### src/rtl/vga_pkg.sv
// ---------------------------------------------------------------------------
// vga_pkg
// Shared constants and types for the VGA frame memory write path.
//   SCREEN_X / SCREEN_Y : visible resolution in pixels
//   COLOR_BITS          : bits per stored pixel (bit0 red, bit1 green, bit2 blue)
//   FB_ADDR_BITS        : frame memory address width
//   fb_cmd_t            : one draw command (pixel or rectangle fill)
//   fb_state_t          : write engine FSM encoding
// ---------------------------------------------------------------------------
package vga_pkg;

   localparam int SCREEN_X     = 320;
   localparam int SCREEN_Y     = 240;
   localparam int COLOR_BITS   = 3;
   localparam int FB_ADDR_BITS = 17;
   localparam int COORD_BITS   = 10;
   // One bit wider than a coordinate so x+w style arithmetic cannot wrap.
   localparam int CLIP_BITS    = COORD_BITS + 1;

   typedef logic [FB_ADDR_BITS-1:0] fb_addr_t;
   typedef logic [COORD_BITS-1:0]   fb_coord_t;
   typedef logic [COLOR_BITS-1:0]   fb_color_t;

   typedef struct packed {
      logic      fill;
      fb_coord_t x;
      fb_coord_t y;
      fb_coord_t w;
      fb_coord_t h;
      fb_color_t color;
   } fb_cmd_t;

   typedef enum logic [1:0] {
      ST_IDLE  = 2'd0,
      ST_WRITE = 2'd1,
      ST_DONE  = 2'd2
   } fb_state_t;

   // Address of column 0 of row y. Only evaluated once per command.
   function automatic fb_addr_t row_base(input logic [COORD_BITS-1:0] y);
      return fb_addr_t'(y) * fb_addr_t'(SCREEN_X);
   endfunction

endpackage

### src/rtl/fb_clip.sv
// ---------------------------------------------------------------------------
// fb_clip
// Combinational clip of a rectangle against the visible screen.
//   x, y : start column / row
//   w, h : requested width / height
//   ew   : min(w, SCREEN_X-x) when x < SCREEN_X, else 0
//   eh   : min(h, SCREEN_Y-y) when y < SCREEN_Y, else 0
// All arithmetic is CLIP_BITS wide so the room subtraction never wraps.
// ---------------------------------------------------------------------------
module fb_clip
   import vga_pkg::*;
(
   input  logic [COORD_BITS-1:0] x,
   input  logic [COORD_BITS-1:0] y,
   input  logic [COORD_BITS-1:0] w,
   input  logic [COORD_BITS-1:0] h,
   output logic [CLIP_BITS-1:0]  ew,
   output logic [CLIP_BITS-1:0]  eh
);

   logic [CLIP_BITS-1:0] x_w;
   logic [CLIP_BITS-1:0] y_w;
   logic [CLIP_BITS-1:0] w_w;
   logic [CLIP_BITS-1:0] h_w;
   logic [CLIP_BITS-1:0] x_room;
   logic [CLIP_BITS-1:0] y_room;

   always_comb begin
      x_w    = {1'b0, x};
      y_w    = {1'b0, y};
      w_w    = {1'b0, w};
      h_w    = {1'b0, h};
      x_room = CLIP_BITS'(SCREEN_X) - x_w;
      y_room = CLIP_BITS'(SCREEN_Y) - y_w;
      ew     = '0;
      eh     = '0;
      if (x_w < CLIP_BITS'(SCREEN_X)) begin
         ew = (w_w < x_room) ? w_w : x_room;
      end
      if (y_w < CLIP_BITS'(SCREEN_Y)) begin
         eh = (h_w < y_room) ? h_w : y_room;
      end
   end

endmodule

### src/rtl/framebuffer_writer.sv
// ---------------------------------------------------------------------------
// framebuffer_writer
// Write-side engine for the VGA frame memory. Accepts pixel / rectangle-fill
// commands and issues one clipped memory write per cycle in raster order.
// Colours are stored inverted (stored 0 = channel at full intensity).
//
// Ports
//   clock, reset          : rising-edge clock, async active-high reset
//   cmd_valid / cmd_ready : command handshake
//   cmd_fill,x,y,w,h,color: command fields (w/h used only for fills)
//   mem_we/addr/data      : registered frame memory write port
//   busy                  : command in progress (WRITE or DONE)
//   done                  : one-cycle pulse when a command completes
//   dbg_state             : current FSM state, for observation only
//
// Handshake: a command transfers on a rising edge where cmd_valid and
// cmd_ready are both 1; cmd_ready is 1 exactly in IDLE and does not depend
// on cmd_valid. Inputs are ignored at all other times.
//
// Configuration macro FB_FILL_EN:
//   defined   : rectangle fills supported (row/column counters present)
//   undefined : every command is a single pixel; WRITE lasts one cycle
// ---------------------------------------------------------------------------
module framebuffer_writer
   import vga_pkg::*;
(
   input  logic                    clock,
   input  logic                    reset,
   input  logic                    cmd_valid,
   output logic                    cmd_ready,
   input  logic                    cmd_fill,
   input  logic [COORD_BITS-1:0]   cmd_x,
   input  logic [COORD_BITS-1:0]   cmd_y,
   input  logic [COORD_BITS-1:0]   cmd_w,
   input  logic [COORD_BITS-1:0]   cmd_h,
   input  logic [COLOR_BITS-1:0]   cmd_color,
   output logic                    mem_we,
   output logic [FB_ADDR_BITS-1:0] mem_addr,
   output logic [COLOR_BITS-1:0]   mem_data,
   output logic                    busy,
   output logic                    done,
   output fb_state_t               dbg_state
);

   fb_cmd_t              cmd_in;
   logic [COORD_BITS-1:0] clip_w;
   logic [COORD_BITS-1:0] clip_h;
   logic [CLIP_BITS-1:0]  clip_ew;
   logic [CLIP_BITS-1:0]  clip_eh;
   logic                  clip_nonzero;

   fb_state_t state_q, state_d;
   logic      mem_we_q, mem_we_d;
   fb_addr_t  mem_addr_q, mem_addr_d;
   fb_color_t mem_data_q, mem_data_d;

`ifdef FB_FILL_EN
   logic [CLIP_BITS-1:0] col_q, col_d;
   logic [CLIP_BITS-1:0] row_q, row_d;
   logic [CLIP_BITS-1:0] ew_q, ew_d;
   logic [CLIP_BITS-1:0] eh_q, eh_d;
   // Address of the first pixel of the current row (row base + start x).
   fb_addr_t             row_start_q, row_start_d;
`endif

   assign cmd_in = '{fill: cmd_fill, x: cmd_x, y: cmd_y, w: cmd_w,
                     h: cmd_h, color: cmd_color};

`ifdef FB_FILL_EN
   // A single pixel is a 1x1 rectangle.
   assign clip_w = cmd_in.fill ? cmd_in.w : COORD_BITS'(1);
   assign clip_h = cmd_in.fill ? cmd_in.h : COORD_BITS'(1);
`else
   assign clip_w = COORD_BITS'(1);
   assign clip_h = COORD_BITS'(1);
   logic unused_fill_fields;
   assign unused_fill_fields = ^{cmd_in.fill, cmd_in.w, cmd_in.h};
`endif

   fb_clip u_clip (
      .x  (cmd_in.x),
      .y  (cmd_in.y),
      .w  (clip_w),
      .h  (clip_h),
      .ew (clip_ew),
      .eh (clip_eh)
   );

   assign clip_nonzero = (clip_ew != '0) && (clip_eh != '0);

   // ------------------------------------------------------------------
   // Next-state / output logic. The write registers always hold the write
   // being presented this cycle, so the accepting edge already loads the
   // first write.
   // ------------------------------------------------------------------
   always_comb begin
      state_d     = state_q;
      mem_we_d    = 1'b0;
      mem_addr_d  = mem_addr_q;
      mem_data_d  = mem_data_q;
`ifdef FB_FILL_EN
      col_d       = col_q;
      row_d       = row_q;
      ew_d        = ew_q;
      eh_d        = eh_q;
      row_start_d = row_start_q;
`endif
      case (state_q)
         ST_IDLE: begin
            if (cmd_valid) begin
               mem_data_d = ~cmd_in.color;
`ifdef FB_FILL_EN
               col_d       = '0;
               row_d       = '0;
               ew_d        = clip_ew;
               eh_d        = clip_eh;
               row_start_d = row_base(cmd_in.y) + fb_addr_t'(cmd_in.x);
`endif
               if (clip_nonzero) begin
                  state_d    = ST_WRITE;
                  mem_we_d   = 1'b1;
                  mem_addr_d = row_base(cmd_in.y) + fb_addr_t'(cmd_in.x);
               end else begin
                  state_d = ST_DONE;
               end
            end
         end
         ST_WRITE: begin
`ifdef FB_FILL_EN
            if (col_q == ew_q - 1'b1) begin
               if (row_q == eh_q - 1'b1) begin
                  state_d = ST_DONE;
               end else begin
                  col_d       = '0;
                  row_d       = row_q + 1'b1;
                  row_start_d = row_start_q + fb_addr_t'(SCREEN_X);
                  mem_we_d    = 1'b1;
                  mem_addr_d  = row_start_d;
               end
            end else begin
               col_d      = col_q + 1'b1;
               mem_we_d   = 1'b1;
               mem_addr_d = mem_addr_q + 1'b1;
            end
`else
            state_d = ST_DONE;
`endif
         end
         ST_DONE: begin
            state_d = ST_IDLE;
         end
         default: begin
            state_d = ST_IDLE;
         end
      endcase
   end

   always_ff @(posedge clock or posedge reset) begin
      if (reset) begin
         state_q     <= ST_IDLE;
         mem_we_q    <= 1'b0;
         mem_addr_q  <= '0;
         mem_data_q  <= '0;
`ifdef FB_FILL_EN
         col_q       <= '0;
         row_q       <= '0;
         ew_q        <= '0;
         eh_q        <= '0;
         row_start_q <= '0;
`endif
      end else begin
         state_q     <= state_d;
         mem_we_q    <= mem_we_d;
         mem_addr_q  <= mem_addr_d;
         mem_data_q  <= mem_data_d;
`ifdef FB_FILL_EN
         col_q       <= col_d;
         row_q       <= row_d;
         ew_q        <= ew_d;
         eh_q        <= eh_d;
         row_start_q <= row_start_d;
`endif
      end
   end

   assign cmd_ready = (state_q == ST_IDLE);
   assign busy      = (state_q != ST_IDLE);
   assign done      = (state_q == ST_DONE);
   assign mem_we    = mem_we_q;
   assign mem_addr  = mem_addr_q;
   assign mem_data  = mem_data_q;
   assign dbg_state = state_q;

endmodule
### config.mk
export PLATFORM = sky130hd
export DESIGN_NAME = framebuffer_writer
export DESIGN_NICKNAME = d
export VERILOG_FILES = /design/src/rtl/vga_pkg.sv /design/src/rtl/fb_clip.sv /design/src/rtl/framebuffer_writer.sv
export SDC_FILE = /design/constraint.sdc
export NUM_CORES = 1
export LEC_CHECK = 0
export BUFFER_PORTS_ARGS = -buffer_cell sky130_fd_sc_hd__buf_2
export CORE_ASPECT_RATIO = 0.7
export CORE_MARGIN = 3
export CORE_UTILIZATION = 49
export DETAILED_ROUTE_END_ITERATION = 10
export GPL_ROUTABILITY_DRIVEN = 0
export PLACE_DENSITY = 0.87
export SYNTH_ARGS = -nofsm -noshare
export SYNTH_HDL_FRONTEND = slang
export SYNTH_SLANG_ARGS = --single-unit
### constraint.sdc
create_clock -name clock -period 2.1 [get_ports clock]
set_clock_uncertainty 0.1 [all_clocks]
set_input_delay 0.105 -clock clock [delete_from_list [all_inputs] [get_ports clock]]
set_output_delay 0.105 -clock clock [all_outputs]
set_load 0.005 [all_outputs]
# Yosys cells after proc, flatten, opt, wreduce, memory -nomap -nowiden
# Index checks and enable logic that the tools add are counted.
# W data, S select, Z words.
dict set report totals {
  regBits 23
  input_bits 47
  output_inout_bits 26
  word_cells 33
}
dict set report op_classes {
  add_sub_neg 3
  mul 1
  n_lt_le_gt_ge 4
  eq_ne 3
  mux 10
  bitwise_logic 1
  n_reduce_logical 7
}
# operator count
set ops {}
lappend ops {{$mux W11} 4}
lappend ops {{$lt A1 B11 Y1 const A} 2}
lappend ops {{$reduce_bool A11 Y1} 2}
lappend ops {{$add A17 B10 Y17} 1}
lappend ops {{$mul A10 B3 Y11 const B} 1}
lappend ops {{$sub A8 B10 Y11 const A} 1}
lappend ops {{$sub A9 B10 Y11 const A} 1}
lappend ops {{$lt A10 B8 Y1 const B} 1}
lappend ops {{$lt A10 B9 Y1 const B} 1}
lappend ops {{$mux W2} 2}
lappend ops {{$pmux W2 S2} 1}
lappend ops {{$mux W1} 3}
lappend ops {{$not A3 Y3} 1}
lappend ops {{$reduce_and A3 Y1} 1}
lappend ops {{$eq A2 B1 Y1 const B} 1}
lappend ops {{$eq A2 B2 Y1 const B} 1}
lappend ops {{$logic_not A2 Y1} 1}
lappend ops {{$ne A2 B2 Y1 const B} 1}
lappend ops {{$reduce_and A2 Y1} 1}
lappend ops {{$reduce_bool A2 Y1} 1}
lappend ops {{$logic_and A1 B1 Y1} 1}

# Depth between registers and ports, before layout
dict set report logic_depth {
  depth_word 9
  depth_mapped 11
  mapped_depth_nobuf 11
}

# Hierarchy
# Synthesis repeated with hierarchy kept, for this count alone.
dict set report hier_totals {
  hier_cells 322
  area_unflattened_um2 2787.7
}
# mod n_inst cells_per_inst area_per_inst_um2 seq_area_each_um2
set modules_own_cells {}
lappend modules_own_cells {framebuffer_writer 1 161 1650.3 575.6}
lappend modules_own_cells {fb_clip 1 161 1137.3 0.0}

# Worst setup path before layout
# No wires, ideal clock.
dict set report synth_timing {
  path_kind {input -> register}
  start {input cmd_y[1]}
  end {register mem_addr_q[16], in the netlist mem_addr[16]}
  setup_time_ns 0.125
  t_arrival_ns 2.208
  required_time_ns 1.875
  setup_slack_ns -0.333
  stages 11
  n_path_buf 0
  path_cell_list {ha_1 -> ha_1 -> inv_1 -> fa_1 -> nand2b_1 -> a21oi_1 -> xor2_1 -> nand4_1 -> nor3_1 -> xnor2_1 -> mux2_4}
}
dict set report synth_via {
  elab_chain_cells 7
  elab_cells_between_ends 10
  classes_between {add/sub (2); mul (1); order compare (2); mux (2); reduce/logical (3)}
}
# item line_no
set synth_rtl {}
lappend synth_rtl {{start, declared} framebuffer_writer.sv:33} ;# input logic [COORD_BITS-1:0] cmd_y,
lappend synth_rtl {{parallel branches: the longest is 7 deep, another holds $add A17 B10 Y17} n/a}
lappend synth_rtl {{end signal, assigned} framebuffer_writer.sv:174} ;# mem_addr_q <= mem_addr_d;
lappend synth_rtl {{end, declared} framebuffer_writer.sv:54} ;# fb_addr_t mem_addr_q, mem_addr_d;
# Parallel ways; which one is timed is not known.
# A chain may end at the register's enable or synchronous reset.

# Final worst setup path
dict set report layout_timing {
  start {input cmd_x[2]}
  end {register mem_addr_q[16], in the netlist mem_addr[16]}
}
dict set report layout_via {
  elab_chain_cells 7
  elab_cells_between_ends 9
  classes_between {add/sub (2); order compare (2); mux (2); reduce/logical (3)}
}
# item line_no
set layout_rtl {}
lappend layout_rtl {{start, declared} framebuffer_writer.sv:32} ;# input logic [COORD_BITS-1:0] cmd_x,
lappend layout_rtl {{$sub A9 B10 Y11} fb_clip.sv:33} ;# x_room = CLIP_BITS'(SCREEN_X) - x_w;
lappend layout_rtl {{$lt A1 B11 Y1} fb_clip.sv:38} ;# ew = (w_w < x_room) ? w_w : x_room;
lappend layout_rtl {{$mux W11} fb_clip.sv:38}
lappend layout_rtl {{$mux W11} fb_clip.sv:37} ;# if (x_w < CLIP_BITS'(SCREEN_X)) begin
lappend layout_rtl {{$reduce_bool A11 Y1} framebuffer_writer.sv:89} ;# assign clip_nonzero = (clip_ew != '0) && (clip_eh != '0);
lappend layout_rtl {{$logic_and A1 B1 Y1} framebuffer_writer.sv:89}
lappend layout_rtl {{$reduce_and A3 Y1 (no line)} n/a}
# Parallel ways exist; a longest one is shown, timed or not.

==> out/metrics.cfg <==
[timing]
tightest_slew_ns=0.8963
fin_crit_sh_pct=111.1
hold_ws_ns=0.06514
maxSlewViolCount=0
rsz0062_at_grt=true
slew_headroom_pct=40.18
finalWorstSetupSlack_ns=-0.2340
max_freq_mhz=428.4
setup_viol=17
hold_violations=0
min_period_ns=2.334

[synthesis]
synth_compound_area_share_pct=12.31
synth_xor_xnor_area_share_pct=7.099
async_flop_share_pct=100.0
synth_edf_count=0
synth.top_cell.area_share_pct=31.10
synth_warnings=0
post-synth-top-area-cell=dfrtp_1
synth-simple-area-share_pct=16.63
synth_fa_ha_area_share_pct=16.36
yosys-top-cells-count=dfrtp_1, ha_1, inv_1
syn_inst=183
ys_types=43
synthMuxAreaShare_pct=12.24
synthTopCellsByArea=dfrtp_1, ha_1, mux2_4
ys_ff_latch=23
synth_ff_type=dfrtp_1
synth_top_family_by_area=simple AND/OR/NAND/NOR gates
syn_nets=253
avgSynthCellArea_um2=10.11
synth_area_mm2=0.001851
synth_most_common_cell=dfrtp_1
seq_area_frac_synth_pct=31.10

[worst_setup_path]
required_ns=2.15
worstSetupPathType=in -> reg
cp-start-kind=input pin
worstPathArrival_ns=2.39
endpoint_kind=register
path_max_fanout=5

[final_layout]
regArea_um2=575.6
fill_cells=171
multi_input_area_mm2=0.001430
area_growth_pct=62.41
layout-drive-gt1-share_pct=54.52
antennaDiodeCount=0
fin_nets=370

[floorplan]
die_w_um=79.45
start_util_pct=51.68
die_h_um=57.42
io_pins=73
core_area_mm2=0.003581
die_area_mm2=0.004562
rows=18

[route]
wl_per_cell_um=19.88
drtIter0Drc=151
routed_wl_um=6937
viasPerCell=5.819
via_count=2031
drc=0
ant_nets=0
first_pass_iters=6

[clocking]
cts_tree=built
cts_made_buffers=3
htree_levels=1
clock_path_buffers=2
cts-root-buf=clkbuf_8
numClockSinks=23
clk_pin_slew_worst_paths_ns=0.08
clk_latency_ns=0.26

[placed_design]
port_buffers=51
hpwl_um=4036

[grt]
antenna_found_initial=0
grt_usage_pct=25.95
grt_start_max_net_pins=24
grt_pass1_wl_um=9266
grt_use_met2_pct=47.09
met3_usage_pct=6.625
busiest_layer=met2
grt_pass1_vias=1980
grtUsageMet1_pct=30.77
grt_overflow_total=0

[flow_run]
drv_cap=0

[power]
powerDensity_mw_per_mm2=666.1
p_leak_uw=0.001552
finalPower_uw=2002
ir_drop_uv=719.3

[run_status]
failed_checks=setup timing
status=finished, violations left

[min_path]
min_path_type=in -> reg

[layout by cell type (no fill, tap or decap), drive strengths merged, types with 7 or more instances in the layout]
cell   count
xnor2      9
nor2      11
mux2      16
ha        21
a21oi      8
dfrtp     23
nand2      8
o21ai      7
inv       18
buf      108
[path summary, 6_finish.rpt]
check / cells past startpoint / endpoint / slack (ns) / start
min in group asynchronous: 3 / mem_data[2] / 0.47 / reset
setup reg to reg: 4 / mem_addr[16] / 0.40 / dbg_state[0]
hold reg to reg: 2 / mem_data[1] / 0.40 / mem_data[1]
setup / recovery: 8 / mem_addr[16] / -0.23 / cmd_x[2]
hold / removal: 2 / mem_addr[0] / 0.07 / cmd_x[0]
max in group asynchronous: 3 / mem_addr[6] / 0.88 / reset
[metrics by stage]
step	instance area [um^2]	setup TNS, ns	std cells	setup WS, ns	util, %
after floorplan	1978	-0.3510	183	-0.1894	-
after global placement	2659	-4.403	330	-0.3378	74.25
after detailed placement	2659	-5.057	330	-0.4698	74.25
after CTS	2859	-0.2858	342	-0.1116	79.84
after global routing	3005	-4.246	349	-0.2783	83.93
final	3005	-3.415	349	-0.2340	83.93
[cell families after synthesis]
logic type,after synthesis
multiplexers,18
flip-flops,23
AO/OA/AOI/OAI,33
XOR/XNOR,15
adder cells (fa/ha/maj),23
buffers and inverters,19
AND/OR/NAND/NOR,52
[where the power goes]
part	switching [uW]	internal [uW]	leakage, uW
Combinational	461	597	0.00124
Clock	146	133	0.0000255
Sequential	86.1	579	0.000287
[registers in the layout, indices dropped and copies added, names as in the netlist]
register / count
mem_addr: 17
mem_we: 1
mem_data: 3
dbg_state: 2
[metal layers]
| metal | vias up | wire length (um) | share of wire, % |
|---|---|---|---|
| li1 | 898 | - | - |
| met2 | 121 | 3442 | 50 |
| met1 | 980 | 2722 | 39 |
| met3 | 32 | 484 | 7.0 |
| met4 | 0 | 287 | 4.1 |
| met5 | - | 0 | 0 |
[area by class of cell]
type / instances / share of cell area, %
well taps: 50 / 2.082
clock inverters: 1 / 0.1665
inverters: 18 / 2.415
multi-input cells: 141 / 47.59
flip-flops and latches: 23 / 19.15
repair buffers: 113 / 27.23
clock buffers: 3 / 1.374
[what timing repair did]
item	in CTS	in global routing
hold buffers	4	0
endpoints found under the setup margin	10	11
buffers inserted	4	6
pin swaps	14	13
cloned	0	1
endpoints found under the hold margin	26	0
resized for setup	18	20
[worst max-delay path: stages]
cell	delay (ns)
buf_2	0.11
or4_1	0.59
o31ai_1	0.40
o211ai_1	0.20
a21oi_2	0.27
nand4_4	0.19
clkbuf_16	0.22
mux2_4	0.31
Note: power is estimated with default switching activity, not from simulation.
